--- config.mk ---
export PLATFORM = sky130hd
export DESIGN_NAME = tl_a_param_queue
export DESIGN_NICKNAME = d
export VERILOG_FILES = /design/src/rtl/tl_pkg.sv /design/src/rtl/tl_a_queue_ram.sv /design/src/rtl/tl_a_param_queue.sv
export SDC_FILE = /design/constraint.sdc
export NUM_CORES = 1
export LEC_CHECK = 0
export ABC_CLOCK_PERIOD_IN_PS = 9700
export CORE_ASPECT_RATIO = 1.5
export CORE_MARGIN = 10
export CORE_UTILIZATION = 48
export CTS_BUF_LIST = sky130_fd_sc_hd__clkbuf_16
export DETAILED_ROUTE_END_ITERATION = 8
export PLACE_DENSITY = 0.8
export SKIP_CTS_REPAIR_TIMING = 1
export SLEW_MARGIN = 30
export SYNTH_ARGS = -nofsm -noshare
export SYNTH_HDL_FRONTEND = slang
export SYNTH_HIERARCHICAL = 1
export SYNTH_SLANG_ARGS = --single-unit
--- constraint.sdc ---
create_clock -name clock -period 9.7 [get_ports clock]
set_input_delay 2.425 -clock clock [delete_from_list [all_inputs] [get_ports clock]]
set_output_delay 2.425 -clock clock [all_outputs]
set_load 0.005 [all_outputs]
--- src/rtl/tl_pkg.sv ---
// Shared TileLink channel-A definitions: opcode/param encodings, default field widths
// and the packed-beat width helper used by queue storage.
package tl_pkg;

    localparam int TL_OPCODE_W = 3;
    localparam int TL_PARAM_W  = 3;
    localparam int TL_SIZE_W   = 4;
    localparam int TL_SOURCE_W = 8;
    localparam int TL_ADDR_W   = 31;
    localparam int TL_DATA_W   = 64;

    typedef enum logic [2:0] {
        A_PUT_FULL_DATA    = 3'd0,
        A_PUT_PARTIAL_DATA = 3'd1,
        A_ARITHMETIC_DATA  = 3'd2,
        A_LOGICAL_DATA     = 3'd3,
        A_GET              = 3'd4,
        A_INTENT           = 3'd5,
        A_ACQUIRE_BLOCK    = 3'd6,
        A_ACQUIRE_PERM     = 3'd7
    } tl_a_opcode_e;

    typedef enum logic [2:0] {
        GROW_NTOB = 3'd0,
        GROW_NTOT = 3'd1,
        GROW_BTOT = 3'd2
    } tl_a_grow_param_e;

    // Packed beat is {corrupt, data, mask, address, source, size, param, opcode}.
    function automatic int tl_a_beat_w(input int size_w, input int source_w,
                                       input int addr_w, input int data_w);
        return TL_OPCODE_W + TL_PARAM_W + size_w + source_w + addr_w + data_w / 8 + data_w + 1;
    endfunction

endpackage

--- src/rtl/tl_a_queue_ram.sv ---
// Queue storage: DEPTH x WIDTH register array, one synchronous write port and one
// combinational read port.
module tl_a_queue_ram #(
    parameter int DEPTH = 2,
    parameter int WIDTH = 8,
    parameter int PTR_W = 1
) (
    input  logic             clk,
    input  logic             i_we,
    input  logic [PTR_W-1:0] i_waddr,
    input  logic [WIDTH-1:0] i_wdata,
    input  logic [PTR_W-1:0] i_raddr,
    output logic [WIDTH-1:0] o_rdata
);

    logic [WIDTH-1:0] r_mem [DEPTH];

    // NOTE: the array is deliberately not reset; pointer state alone decides which entries are live.
    always_ff @(posedge clk) begin
        if (i_we) begin
            r_mem[i_waddr] <= i_wdata;
        end
    end

    assign o_rdata = r_mem[i_raddr];

endmodule

--- src/rtl/tl_a_param_queue.sv ---
// TileLink channel-A beat queue with optional flow-through (FLOW) and accept-while-full (PIPE).
// Occupancy comes from wrap-at-DEPTH pointers plus maybe_full, so DEPTH need not be a power of two.
module tl_a_param_queue
    import tl_pkg::*;
#(
    parameter int  DEPTH    = 2,
    parameter int  SIZE_W   = TL_SIZE_W,
    parameter int  SOURCE_W = TL_SOURCE_W,
    parameter int  ADDR_W   = TL_ADDR_W,
    parameter int  DATA_W   = TL_DATA_W,
    parameter int  FLOW     = 0,
    parameter int  PIPE     = 0,
    localparam int MASK_W   = DATA_W / 8,
    localparam int CNT_W    = $clog2(DEPTH + 1)
) (
    input  logic                clock,
    input  logic                reset,
    input  logic                io_enq_valid,
    output logic                io_enq_ready,
    input  logic [2:0]          io_enq_bits_opcode,
    input  logic [2:0]          io_enq_bits_param,
    input  logic [SIZE_W-1:0]   io_enq_bits_size,
    input  logic [SOURCE_W-1:0] io_enq_bits_source,
    input  logic [ADDR_W-1:0]   io_enq_bits_address,
    input  logic [MASK_W-1:0]   io_enq_bits_mask,
    input  logic [DATA_W-1:0]   io_enq_bits_data,
    input  logic                io_enq_bits_corrupt,
    output logic                io_deq_valid,
    input  logic                io_deq_ready,
    output logic [2:0]          io_deq_bits_opcode,
    output logic [2:0]          io_deq_bits_param,
    output logic [SIZE_W-1:0]   io_deq_bits_size,
    output logic [SOURCE_W-1:0] io_deq_bits_source,
    output logic [ADDR_W-1:0]   io_deq_bits_address,
    output logic [MASK_W-1:0]   io_deq_bits_mask,
    output logic [DATA_W-1:0]   io_deq_bits_data,
    output logic                io_deq_bits_corrupt,
    output logic [CNT_W-1:0]    io_count
);

    localparam int               PTR_W    = (DEPTH > 1) ? $clog2(DEPTH) : 1;
    localparam int               BEAT_W   = tl_a_beat_w(SIZE_W, SOURCE_W, ADDR_W, DATA_W);
    localparam logic [PTR_W-1:0] LAST_PTR = PTR_W'(DEPTH - 1);

    logic [PTR_W-1:0]  r_enq_ptr;
    logic [PTR_W-1:0]  r_deq_ptr;
    logic              r_maybe_full;
    logic              w_ptr_match;
    logic              w_empty;
    logic              w_full;
    logic              w_do_enq;
    logic              w_do_deq;
    logic              w_bypass;
    logic [BEAT_W-1:0] w_enq_beat;
    logic [BEAT_W-1:0] w_ram_beat;
    logic [BEAT_W-1:0] w_deq_beat;

    function automatic logic [PTR_W-1:0] next_ptr(input logic [PTR_W-1:0] p);
        return (p == LAST_PTR) ? '0 : p + PTR_W'(1);
    endfunction

    assign w_ptr_match  = (r_enq_ptr == r_deq_ptr);
    assign w_empty      = w_ptr_match & ~r_maybe_full;
    assign w_full       = w_ptr_match &  r_maybe_full;
    assign w_bypass     = (FLOW != 0) & w_empty;
    assign io_enq_ready = ~w_full | ((PIPE != 0) & io_deq_ready);
    assign io_deq_valid = ~w_empty | ((FLOW != 0) & io_enq_valid);

    // NOTE: both outputs get their default first, so no branch can leave one unassigned and infer a latch.
    always_comb begin
        w_do_enq = io_enq_valid & io_enq_ready;
        w_do_deq = io_deq_valid & io_deq_ready;
        if (w_bypass) begin
            // An empty flow-through queue hands the beat straight to deq without storing it.
            w_do_deq = 1'b0;
            if (io_deq_ready) begin
                w_do_enq = 1'b0;
            end
        end
    end

    // NOTE: non-blocking assignments here so every flop samples the pre-edge value of its peers.
    always_ff @(posedge clock or negedge reset) begin
        if (!reset) begin
            r_enq_ptr    <= '0;
            r_deq_ptr    <= '0;
            r_maybe_full <= 1'b0;
        end else begin
            if (w_do_enq) begin
                r_enq_ptr <= next_ptr(r_enq_ptr);
            end
            if (w_do_deq) begin
                r_deq_ptr <= next_ptr(r_deq_ptr);
            end
            if (w_do_enq != w_do_deq) begin
                r_maybe_full <= w_do_enq;
            end
        end
    end

    // Wrapped difference computed explicitly, since DEPTH may not be a power of two.
    always_comb begin
        if (w_full) begin
            io_count = CNT_W'(DEPTH);
        end else if (r_enq_ptr >= r_deq_ptr) begin
            io_count = CNT_W'(r_enq_ptr - r_deq_ptr);
        end else begin
            io_count = CNT_W'(DEPTH - int'(r_deq_ptr) + int'(r_enq_ptr));
        end
    end

    assign w_enq_beat = {io_enq_bits_corrupt, io_enq_bits_data, io_enq_bits_mask,
                         io_enq_bits_address, io_enq_bits_source, io_enq_bits_size,
                         io_enq_bits_param, io_enq_bits_opcode};

    tl_a_queue_ram #(
        .DEPTH (DEPTH),
        .WIDTH (BEAT_W),
        .PTR_W (PTR_W)
    ) u_ram (
        .clk     (clock),
        .i_we    (w_do_enq),
        .i_waddr (r_enq_ptr),
        .i_wdata (w_enq_beat),
        .i_raddr (r_deq_ptr),
        .o_rdata (w_ram_beat)
    );

    assign w_deq_beat = w_bypass ? w_enq_beat : w_ram_beat;

    assign {io_deq_bits_corrupt, io_deq_bits_data, io_deq_bits_mask,
            io_deq_bits_address, io_deq_bits_source, io_deq_bits_size,
            io_deq_bits_param, io_deq_bits_opcode} = w_deq_beat;

endmodule

==> impl_results.md, run 1 <==
- Largest net degree at the start of global routing: 66
- Netlist cell types: 17
- I/O pin cnt: 252
- Synth async-reset ratio: 0.0121
- Yosys top cell area share: 0.786
- Reg2reg end: u_ram/r_mem[1][71]
- Initial Util: 0.487
- Die H: 191 microns
- Synth Area per Inst: 23.3 sq um
- WHS Endpoint: r_enq_ptr
- Port bufs: 251
- Worst EP required: 7.28 ns
- Status: finished clean
- Crit share post-route: 0.529
- Peak VDD IR: 260 uV
- CP Cell Sequence: buf_6 > mux2_2 > clkdlybuf4s50_1
- Layout Cells excl Fill: 939
- Hold Path Class: flip-flop to flip-flop
- DR vias: 4606
- Layout cells sized above 1: 0.242
- Lkg Pwr: 4.56 nW
- Routability cong.: 0.756
- Crit Path Max Fanout: 61
- Placed cells: 898
- Reg2Reg Launch Point: r_deq_ptr
- Number of global-route vias before repair: 5229
- Routed Wire Length: 20200 microns
- Critical path's largest stage delay: 0.64 ns
- Post-synth top flop: edfxtp_1
- First-pass iteration count of the detailed router: 5
- Slew @ Worst Pin: 0.858 ns
- Num Clock Sinks: 247
- Final non-filler cell area: 12800 sq um
- Grt total ovfl: 0
- CTS tree: yes
- Die width: 134 microns
- Area delta synth->final: 37.4%
- Hold path start: r_enq_ptr
- Crit. End Element: primary output
- Final period demand of the worst path: 5.13 ns
- Worst path buffer plus inverter count: 2
- Nets: 795
- Post-synth net total: 529
- Vias per cell: 4.91
- Clk slew on worst S/H paths: 0.06 ns
- Yosys reg bits: 247
- Synth warn: 6
- P per Cell Area: 297 nW/um^2
- HPWL Detailed: 14400 microns
- CTS max path bufs: 3
- Clk root buf: clkbuf_16
- Fmax: 0.195 GHz
- Worst-skew pair later-pin latency: 0.50 ns
- Total CTS buffers: 22
- Critical path arrival: 2.70 ns
- Sequential element share of the synthesized area: 0.794
- Wire per inst: 21.5 microns
- Max cap viols: 0
- Post-DP Area: 12100 sq um
- Routed Antenna Nets: 0
- Largest area contributor in the netlist: edfxtp_1
- Cell with the most instances after synthesis: edfxtp_1
- Synthesized netlist cell count: 401
- Number of synthesized flops with an enable pin: 244
- Slowest CP cell: dfrtp_4
- Relative slew slack: 0.428
- Cell Area, Synth: 9320 sq um
- Total core area: 19200 sq um
- Worst hold stages: 1
- Flop-to-flop setup slack: 6.43 ns
- Die Area: 25500 sq um
- Finished Core Util: 0.669
- TNS Setup: 0 ns
- R2R depth: 6
- CP delay by family, top: buffers and inverters
- First-pass GRT wire length: 30100 microns
- Final hold violations: 0
- Main area contributors after synthesis: edfxtp_1, mux2_4, mux2_2
- CTS H-Tree Depth: 1
- Initial antenna violation count: 1
- Synth top cells by count: edfxtp_1, mux2_4, mux2_2
- Slew Viols, Final: 0
- RSZ-0062 raised after global routing: false
- Rows: 62
- Crit Path Category: flip-flop to primary output
- Crit path launch type: flip-flop
- DRC viols: 0
- Finish-stage setup viols: 0
- Clock Skews: 0.00932 ns
- Gr usage total: 0.151
- Drt first-iter violations: 233
## placed cells by master, fill, tap and decap left out, drive strengths merged
master,instances
clkdlybuf4s50,251
nor2b,1
a21oi,2
ha,2
nand2b,2
clkinvlp,3
clkinv,7
and2,1
o21ai,1
inv,8
bufinv,2
buf,5
nand2,3
mux2,122
xnor2,2
clkbuf,23
diode,1
dfrtp,3
edfxtp,244
## power breakdown
group | switching (mW) | total (mW) | internal (mW)
clock | 0.359 | 0.845 | 0.486
combinational | 0.541 | 1.37 | 0.833
sequential | 0.0873 | 1.59 | 1.50
total | 0.987 | 3.81 | 2.82
## worst max path at each step
stage               depth (start not counted)                   end  slack [ns]          from
finish                                      3  io_deq_bits_data[62]        4.57     r_deq_ptr
global route                                3  io_deq_bits_data[62]        4.45     r_deq_ptr
CTS                                         3  io_deq_bits_data[62]        4.01     r_deq_ptr
detailed placement                          3  io_deq_bits_data[62]        4.55     r_deq_ptr
global placement                            3  io_deq_bits_data[63]        4.33     r_deq_ptr
floorplan                                   3     u_ram/r_mem[0][0]        1.15  io_enq_valid
## layout make-up
type	count	area (sq um)
flip-flops and latches	247	7410
inverters	4	15.0
diodes	1	2.50
fillers	1254	6350
clock buffers	23	576
well taps	256	320
multi-input cells	136	1780
repair buffers	256	2570
clock inverters	16	141
## routing by layer
metal	GRT usage	share of wire	vias up
met2	0.278	0.54	183
met5	0	0	-
met4	0.0546	0.032	0
met3	0.0504	0.080	38
li1	-	-	2127
met1	0.155	0.34	2258
## worst register-to-register path, stage by stage (launching register included)
cell	delay (ns)
dfrtp_4	0.63
ha_1	0.37
nand2_1	0.12
nand2_2	0.08
inv_1	0.09
and2_4	0.70
buf_4	0.81
## metrics by stage
stage	total power, mW	worst slack [ns]	hold slack [ns]
2_1_floorplan	2.34	1.15	0.479
3_3_place_gp	2.96	4.33	0.527
6_report	3.81	4.57	0.588
3_5_place_dp	3.00	4.55	0.579
4_1_cts	3.86	4.01	0.593
5_1_grt	3.98	4.45	0.615
## state kept, by name, summed over array words and instances, names as in the netlist
register      flops
u_ram/r_mem     244
r_deq_ptr         1
r_enq_ptr         1
r_maybe_full      1
## cells by family after synthesis
family | share of synthesized area
flops | 0.794
mux | 0.180
buf+inv | 0.0162
simple gates | 0.00416
compound gates | 0.00161
xor+xnor | 0.00188
fa+ha+maj | 0.00268
(Power assumes the default switching activity.)
==> inputs of run 2 (changes only) <==
ABC_CLOCK_PERIOD_IN_PS = 4400   (was 9700)
CORE_UTILIZATION = 44   (was 48)
PLACE_DENSITY = 0.77   (was 0.8)
clock period = 4.4 ns   (was 9.7 ns; I/O delays follow)
==> impl_results.md, run 2 (same netlist as run 1, synthesis figures left out) <==
- Crit share post-route: 0.789
- Die H: 198 microns
- Largest net degree at the start of global routing: 64
- Clk slew on worst S/H paths: 0.06 ns
- Int Power: 6.27 mW
- CP Cell Sequence: buf_12 > mux2_2 > clkdlybuf4s50_1
- Max FFs per register: 244
- Finish-stage setup viols: 0
- Final hold violations: 0
- P per Cell Area: 655 nW/um^2
- TNS Setup: 0 ns
- Initial antenna violation count: 3
- Slew @ Worst Pin: 0.855 ns
- Hold Worst Slack: 0.576 ns
- Wire per inst: 21.3 microns
- Worst-skew pair later-pin latency: 0.49 ns
- Initial Util: 0.444
- Port bufs: 251
- Layout Cells excl Fill: 956
- Slew Viols, Final: 0
- Final period demand of the worst path: 3.47 ns
- Clk root buf: clkbuf_16
- Num Clock Sinks: 247
- Area delta synth->final: 38.0%
- Grt total ovfl: 0
- RSZ-0062 raised after global routing: false
- Filler cells: 1487
- Clock power share: 0.224
- CTS tree: yes
- HPWL Detailed: 14600 microns
- Critical path arrival: 2.37 ns
- Most frequent cells in the layout: clkdlybuf4s50_1, edfxtp_1, mux2_4
- Clock Skews: 0.00572 ns
- Slowest CP cell: dfrtp_4
- Layout cells sized above 1: 0.238
- Die width: 139 microns
- Peak VDD IR: 455 uV
- Area of the multi-input gates: 1780 sq um
- Status: finished clean
- Fmax: 0.288 GHz
- Gate power share: 0.364
- I/O pin cnt: 252
- Crit. End Element: primary output
- Placed cells: 913
- Switching pwr: 2.16 mW
- Flop-to-flop setup slack: 1.83 ns
- First-pass GRT wire length: 30900 microns
- DR vias: 4620
- Critical path's largest stage delay: 0.59 ns
- Finished Core Util: 0.613
- CTS max path bufs: 3
- Max cap viols: 0
- Worst path buffer plus inverter count: 2
- Gr usage total: 0.141
- DRC viols: 0
- Most common cell after layout, fill and taps aside: clkdlybuf4s50_1
- Total core area: 21000 sq um
- CTS H-Tree Depth: 1
- Routed Wire Length: 20400 microns
- Lkg Pwr: 4.59 nW
- Total CTS buffers: 22
- Nets: 797
- Drt first-iter violations: 220
- Sw frac: 0.256
- Most flops, register: u_ram/r_mem
- Crit Path Category: flip-flop to primary output
- Sequential Power Share: 0.412
- First-pass iteration count of the detailed router: 6
- Crit Path Max Fanout: 56
- Worst EP required: 3.30 ns
- FF/Latch Area: 7410 sq um
- Number of global-route vias before repair: 5258
- Rows: 65
- Relative slew slack: 0.430
- Die Area: 27500 sq um
- Crit path launch type: flip-flop
- Routability cong.: 0.723
- CP delay by family, top: buffers and inverters
- Vias per cell: 4.83
- Hold Path Class: flip-flop to flip-flop
- Routed Antenna Nets: 0
## run 2: worst paths after layout
path                         startpoint                     to  cells past startpoint
max                           r_deq_ptr  io_deq_bits_source[1]                      3
min                        r_maybe_full           r_maybe_full                      2
max reg2reg                   r_deq_ptr     u_ram/r_mem[1][83]                      6
min reg2reg                r_maybe_full           r_maybe_full                      2
max in group asynchronous         reset              r_deq_ptr                      1
min in group asynchronous         reset              r_enq_ptr                      1
## run 2: worst register-to-register path, stage by stage (launching register included)
cell and delay (ns):
dfrtp_4 0.60, ha_1 0.36, nand2_1 0.13, nand2_2 0.09, inv_1 0.08, and2_4 0.59, buf_12 0.36
## run 2: per-stage QoR
stage                     setup slack [ns]  power [mW]  instance area [sq um]
after floorplan                      0.921        5.08                   9330
after global placement                1.31        6.58                  12100
after detailed placement              1.28        6.66                  12100
after CTS                            0.902        8.58                  12900
after global routing                 0.836        8.85                  12900
final                                0.929        8.44                  12900
## run 2: area by class of cell
type                            count  share of cell area
Sequential cell                   247               0.575
Timing Repair Buffer              258               0.202
Multi-Input combinational cell    136               0.138
Clock buffer                       23              0.0447
Tap cell                          268              0.0261
Clock inverter                     16              0.0112
Inverter                            4             0.00117
Antenna cell                        4            0.000778
## run 2: metal layers
metal / global-route usage / vias to the layer above / wire length [microns]
met3: 0.0386 / 25 / 1390
li1: - / 2126 / -
met1: 0.146 / 2302 / 7240
met2: 0.266 / 167 / 11400
met4: 0.0484 / 0 / 327
met5: 0 / - / 0
## run 2: power by group through the flow
stage | registers (mW) | logic (mW) | clock network [mW]
final | 3.48 | 3.07 | 1.89
after global routing | 3.53 | 3.27 | 2.05
after CTS | 3.48 | 3.15 | 1.95
after detailed placement | 3.53 | 3.13 | 0
after global placement | 3.49 | 3.10 | 0
after floorplan | 3.48 | 1.60 | 0
==> inputs of run 3 (changes only) <==
ABC_CLOCK_PERIOD_IN_PS = 3320   (was 4400)
CORE_UTILIZATION = 48   (was 44)
PLACE_DENSITY = 0.8   (was 0.77)
clock period = 3.32 ns   (was 4.4 ns; I/O delays follow)
==> impl_results.md, run 3 (same netlist as run 1, synthesis figures left out) <==
- Status: finished clean
- Initial antenna violation count: 1
- Rows: 62
- Clock Skews: 0.0194 ns
- Finish-stage setup viols: 0
- Final non-filler cell area: 12900 sq um
- Wire per inst: 21.6 microns
- Crit. End Element: primary output
- Met3 wire length: 1720 microns
- Most frequent cells in the layout: clkdlybuf4s50_1, edfxtp_1, mux2_4
- Crit Path Category: flip-flop to primary output
- Routed Wire Length: 20300 microns
- Slew Viols, Final: 0
- CTS H-Tree Depth: 1
- DR vias: 4662
- Worst-skew pair later-pin latency: 0.51 ns
- Slowest CP cell: dfrtp_4
- Fmax: 0.313 GHz
- Max FFs per register: 244
- Met2 WL post-DR: 11100 microns
- DRC viols: 0
- Total core area: 19200 sq um
- Top layer in use: met4
- Area delta synth->final: 37.9%
- TNS Setup: 0 ns
- Initial Util: 0.487
- Gr usage total: 0.154
- Critical path arrival: 2.37 ns
- Critical path's largest stage delay: 0.59 ns
- Max cap viols: 0
- Layout cells sized above 1: 0.243
- Placed cells: 900
- Post-DP Area: 12200 sq um
- Number of global-route vias before repair: 5290
- Drt first-iter violations: 181
- HPWL Detailed: 14300 microns
- Crit share post-route: 0.963
- Layout Cells excl Fill: 941
- Die H: 191 microns
- Final hold violations: 0
- Crit Path Max Fanout: 55
- Worst path buffer plus inverter count: 2
- I/O pin cnt: 252
- Hold Path Class: input port to async pin
- Lkg Pwr: 4.58 nW
- Port bufs: 251
- Peak VDD IR: 584 uV
- Largest net degree at the start of global routing: 67
- First-pass iteration count of the detailed router: 4
- Filler cells: 1279
- Num Clock Sinks: 247
- CP Cell Sequence: buf_12 > mux2_2 > clkdlybuf4s50_1
- Routed Antenna Nets: 0
- Routability cong.: 0.718
- Most common cell after layout, fill and taps aside: clkdlybuf4s50_1
- Clk root buf: clkbuf_16
- CTS max path bufs: 3
- Vias per cell: 4.95
- Met1 wire length: 6920 microns
- Grt total ovfl: 0
- Relative slew slack: 0.716
- Die Area: 25500 sq um
- First-pass GRT wire length: 30800 microns
- Most flops, register: u_ram/r_mem
- Worst EP required: 2.49 ns
- CTS tree: yes
- RSZ-0062 raised after global routing: false
- Final period demand of the worst path: 3.20 ns
- Total CTS buffers: 22
- Nets: 796
- P per Cell Area: 867 nW/um^2
- Clk slew on worst S/H paths: 0.06 ns
- Crit path launch type: flip-flop
- Die width: 134 microns
- Slew @ Worst Pin: 0.426 ns
- CP delay by family, top: buffers and inverters
-- run 3: cell count changes in the layout (fill, tap and decap cells not counted), moves of 3 or more --
cell / change
buf_12: +3
diode_2: -3
buf_4: -4
clkinv_2: +3
-- run 3: layer usage --
| metal | global-route usage | vias up |
|---|---|---|
| li1 | - | 2128 |
| met1 | 0.159 | 2311 |
| met2 | 0.285 | 189 |
| met3 | 0.0522 | 34 |
| met4 | 0.0487 | 0 |
| met5 | 0 | - |
-- run 3: path summary, 6_finish.rpt --
path,from,to,slack [ns],depth (start not counted)
worst max-delay path,r_deq_ptr,io_deq_bits_address[0],0.12,3
worst min-delay path,reset,r_deq_ptr,0.50,1
worst max register to register,r_deq_ptr,u_ram/r_mem[0][41],1.12,6
worst min register to register,r_enq_ptr,r_enq_ptr,0.58,1
max in group asynchronous,reset,r_deq_ptr,2.65,1
min in group clock,r_enq_ptr,r_enq_ptr,0.58,1
-- run 3: cell type report --
cell class	count	area [sq um]	share of cell area
flip-flops and latches	247	7410	0.576
diodes	1	2.50	0.000195
inverters	4	15.0	0.00117
clock inverters	18	146	0.0114
repair buffers	257	2630	0.205
clock buffers	22	551	0.0428
multi-input cells	136	1780	0.139
well taps	256	320	0.0249
-- run 3: power breakdown --
| group | switching [mW] | total [mW] | internal [mW] |
|---|---|---|---|
| sequential | 0.242 | 4.61 | 4.37 |
| combinational | 1.61 | 4.10 | 2.49 |
| clock | 1.06 | 2.43 | 1.37 |
| total | 2.92 | 11.2 | 8.23 |
-- run 3: worst register-to-register path: stages (launching register included) --
cell,delay (ns)
dfrtp_4,0.60
ha_1,0.38
nand2_2,0.12
nand2_2,0.09
inv_1,0.08
nor2b_4,0.20
buf_12,0.33
-- run 3: metrics by stage --
stage / worst slack [ns] / util / total power [mW] / hold WS, ns
6_report: 0.121 / 0.671 / 11.2 / 0.501
5_1_grt: 0.0337 / 0.671 / 11.7 / 0.488
4_1_cts: 0.0922 / 0.671 / 11.3 / 0.486
3_5_place_dp: 0.642 / 0.634 / 8.84 / 0.580
3_3_place_gp: 0.664 / 0.634 / 8.72 / 0.541
2_1_floorplan: 0.00292 / - / 6.73 / 0.511
==> RTL change, RTL diff (flow settings as in run 3) <==
Set the package constant `TL_SIZE_W` to 8 (it was 4).
--- a/src/rtl/tl_pkg.sv
+++ b/src/rtl/tl_pkg.sv
@@ -4,7 +4,7 @@
 
     localparam int TL_OPCODE_W = 3;
     localparam int TL_PARAM_W  = 3;
-    localparam int TL_SIZE_W   = 4;
+    localparam int TL_SIZE_W   = 8;
     localparam int TL_SOURCE_W = 8;
     localparam int TL_ADDR_W   = 31;
     localparam int TL_DATA_W   = 64;
Interface: changed (resized io_deq_bits_size and io_enq_bits_size); port bits go from 252 to 260. No check against the original RTL was run, so the function may have changed too.
==> RTL change against run 3 <==
- synthesized area up 1.1%
- clock skew down 2.0 ps
- global-route usage up 0.36 points
- via count up 2.6%
- register-to-register slack worse by 40 ps
- power up 1.4%
- sequential cell count up 8
- wire length up 4.3%
- non-clock buffer count up 9
- sequential share of layout area up 0.73 points
- count of clock-buffer cells in the layout up 1
- setup slack better by 83 ps
- cell area up 2.0%
==> RTL change: results (changes against run 3) <==
Placed design
  • Dpl hpwl: 15000 microns (was 14300 microns)
  • PortBufs: 259 (was 251)
  • Placed insts: 921 (was 900)
  • Area after DPL: 12400 sq um (was 12200 sq um)
  • Gpl congestion: 0.736 (was 0.718)
  • Place WS: 680 ps (was 642 ps)

Pwr
  • Lkg Pwr: 4.54 nW (was 4.58 nW)
  • Max VDD drop: 0.582 mV (was 0.584 mV)
  • Comb pwr share: 36.3% (was 36.8%)
  • Total power: 11.3 mW (was 11.2 mW)
  • Power Clock: 2.47 mW (was 2.43 mW)

Logic synthesis
  • Area contributors post-synth: edfxtp_1, mux2_2, mux2_4, dfrtp_1, buf_6 (was edfxtp_1, mux2_4, mux2_2, buf_6, dfrtp_1)
  • Number of flops mapped to enable cells by yosys: 252 (was 244)
  • Synthesized Nets: 545 (was 529)
  • Post-Synth Adder-Cell Area: 0.265% (was 0.268%)
  • Synth cell types: 16 (was 17)
  • Synth Area in Compound Gates: 0.159% (was 0.161%)
  • Synth cell count leaders: edfxtp_1, mux2_2, mux2_4 (was edfxtp_1, mux2_4, mux2_2)
  • FFs w/ async S/R, synth: 1.18% (was 1.21%)
  • XOR/XNOR Fraction of Synth Area: 0.186% (was 0.188%)
  • Average size of a mapped cell: 22.8 sq um (was 23.3 sq um)
  • Post-synthesis sequential area ratio: 81.0% (was 79.4%)
  • Mux cell area share after synthesis: 16.6% (was 18.0%)

Global route
  • Vias in the first global route: 5415 (was 5290)
  • First-pass GRT wire length: 31600 microns (was 30800 microns)
  • Largest net degree at the start of global routing: 71 (was 67)
  • GR Util met3: 5.31% (was 5.22%)
  • Overall Global Routing Usage: 15.8% (was 15.4%)
  • Global routing usage on met1: 16.8% (was 15.9%)
  • Met2 GRT Util: 29.1% (was 28.5%)

Finish
  • Non-filler cells, final: 960 (was 941)
  • Fillers: 1308 (was 1279)
  • Area grow syn2layout: 39.0% (was 37.9%)
  • Reg with most FFs: u_ram/r_mem (unchanged)
  • Final Net Count: 822 (was 796)
  • ANT cells: 0 (was 1)
  • Share of cells above drive strength 1: 24.4% (was 24.3%)
  • Max FFs per register: 252 (was 244)

Run status
  • Status: finished, final reports clean (unchanged)

Critical path
  • CP max FO: 67 (was 55)
  • Longest individual stage delay on the worst path: 510 ps (was 590 ps)
  • R2R depth: 7 (was 6)
  • RR Startpoint: r_enq_ptr (was r_deq_ptr)
  • Critical path arrival: 2290 ps (was 2370 ps)
  • Worst R2R End: u_ram/r_mem[1][51] (was u_ram/r_mem[0][41])
  • Reg2Reg Setup Slack: 1080 ps (was 1120 ps)

STA
  • Hold_ws: 512 ps (was 501 ps)
  • Clock skew: 17.5 ps (was 19.4 ps)
  • Crit path time final: 3120 ps (was 3200 ps)
  • Relative slew slack: 66.4% (was 71.6%)

Route
  • DRT iter0 DRCs: 246 (was 181)
  • Routed Wire Length: 21200 microns (was 20300 microns)
  • Vias/cell: 4.98 (was 4.95)

CTS
  • Root Driver: clkbuf_16 (unchanged)
  • Skew-Pair Late Insertion Delay: 500 ps
  • CTS Buf Count: 23 (was 22)
[RTL change: worst max-delay path by stage]
| stage | start | to | cells past startpoint |
|---|---|---|---|
| floorplan | r_enq_ptr | u_ram/r_mem[0][0] | 6 |
| global placement | io_enq_valid | u_ram/r_mem[1][5] | 5 |
| detailed placement | io_enq_valid | u_ram/r_mem[1][35] | 5 |
| CTS | r_deq_ptr | io_deq_bits_address[1] | 3 |
| global route | r_deq_ptr | io_deq_bits_param[1] | 3 |
| finish | r_deq_ptr | io_deq_bits_source[4] | 3 |
[RTL change: final cells by class]
class | instances | share of cell area, %
Tap cell | 256 | 2.44
Inverter | 4 | 0.115
Sequential cell | 255 | 58.3
Clock buffer | 23 | 4.39
Multi-Input combinational cell | 140 | 12.9
Timing Repair Buffer | 266 | 20.8
Clock inverter | 16 | 0.974
[RTL change: routing by layer]
metal	vias to the layer above	wire length (microns)
li1	2189	-
met1	2383	7480
met2	181	11600
met3	28	1670
met4	2	427
met5	-	7
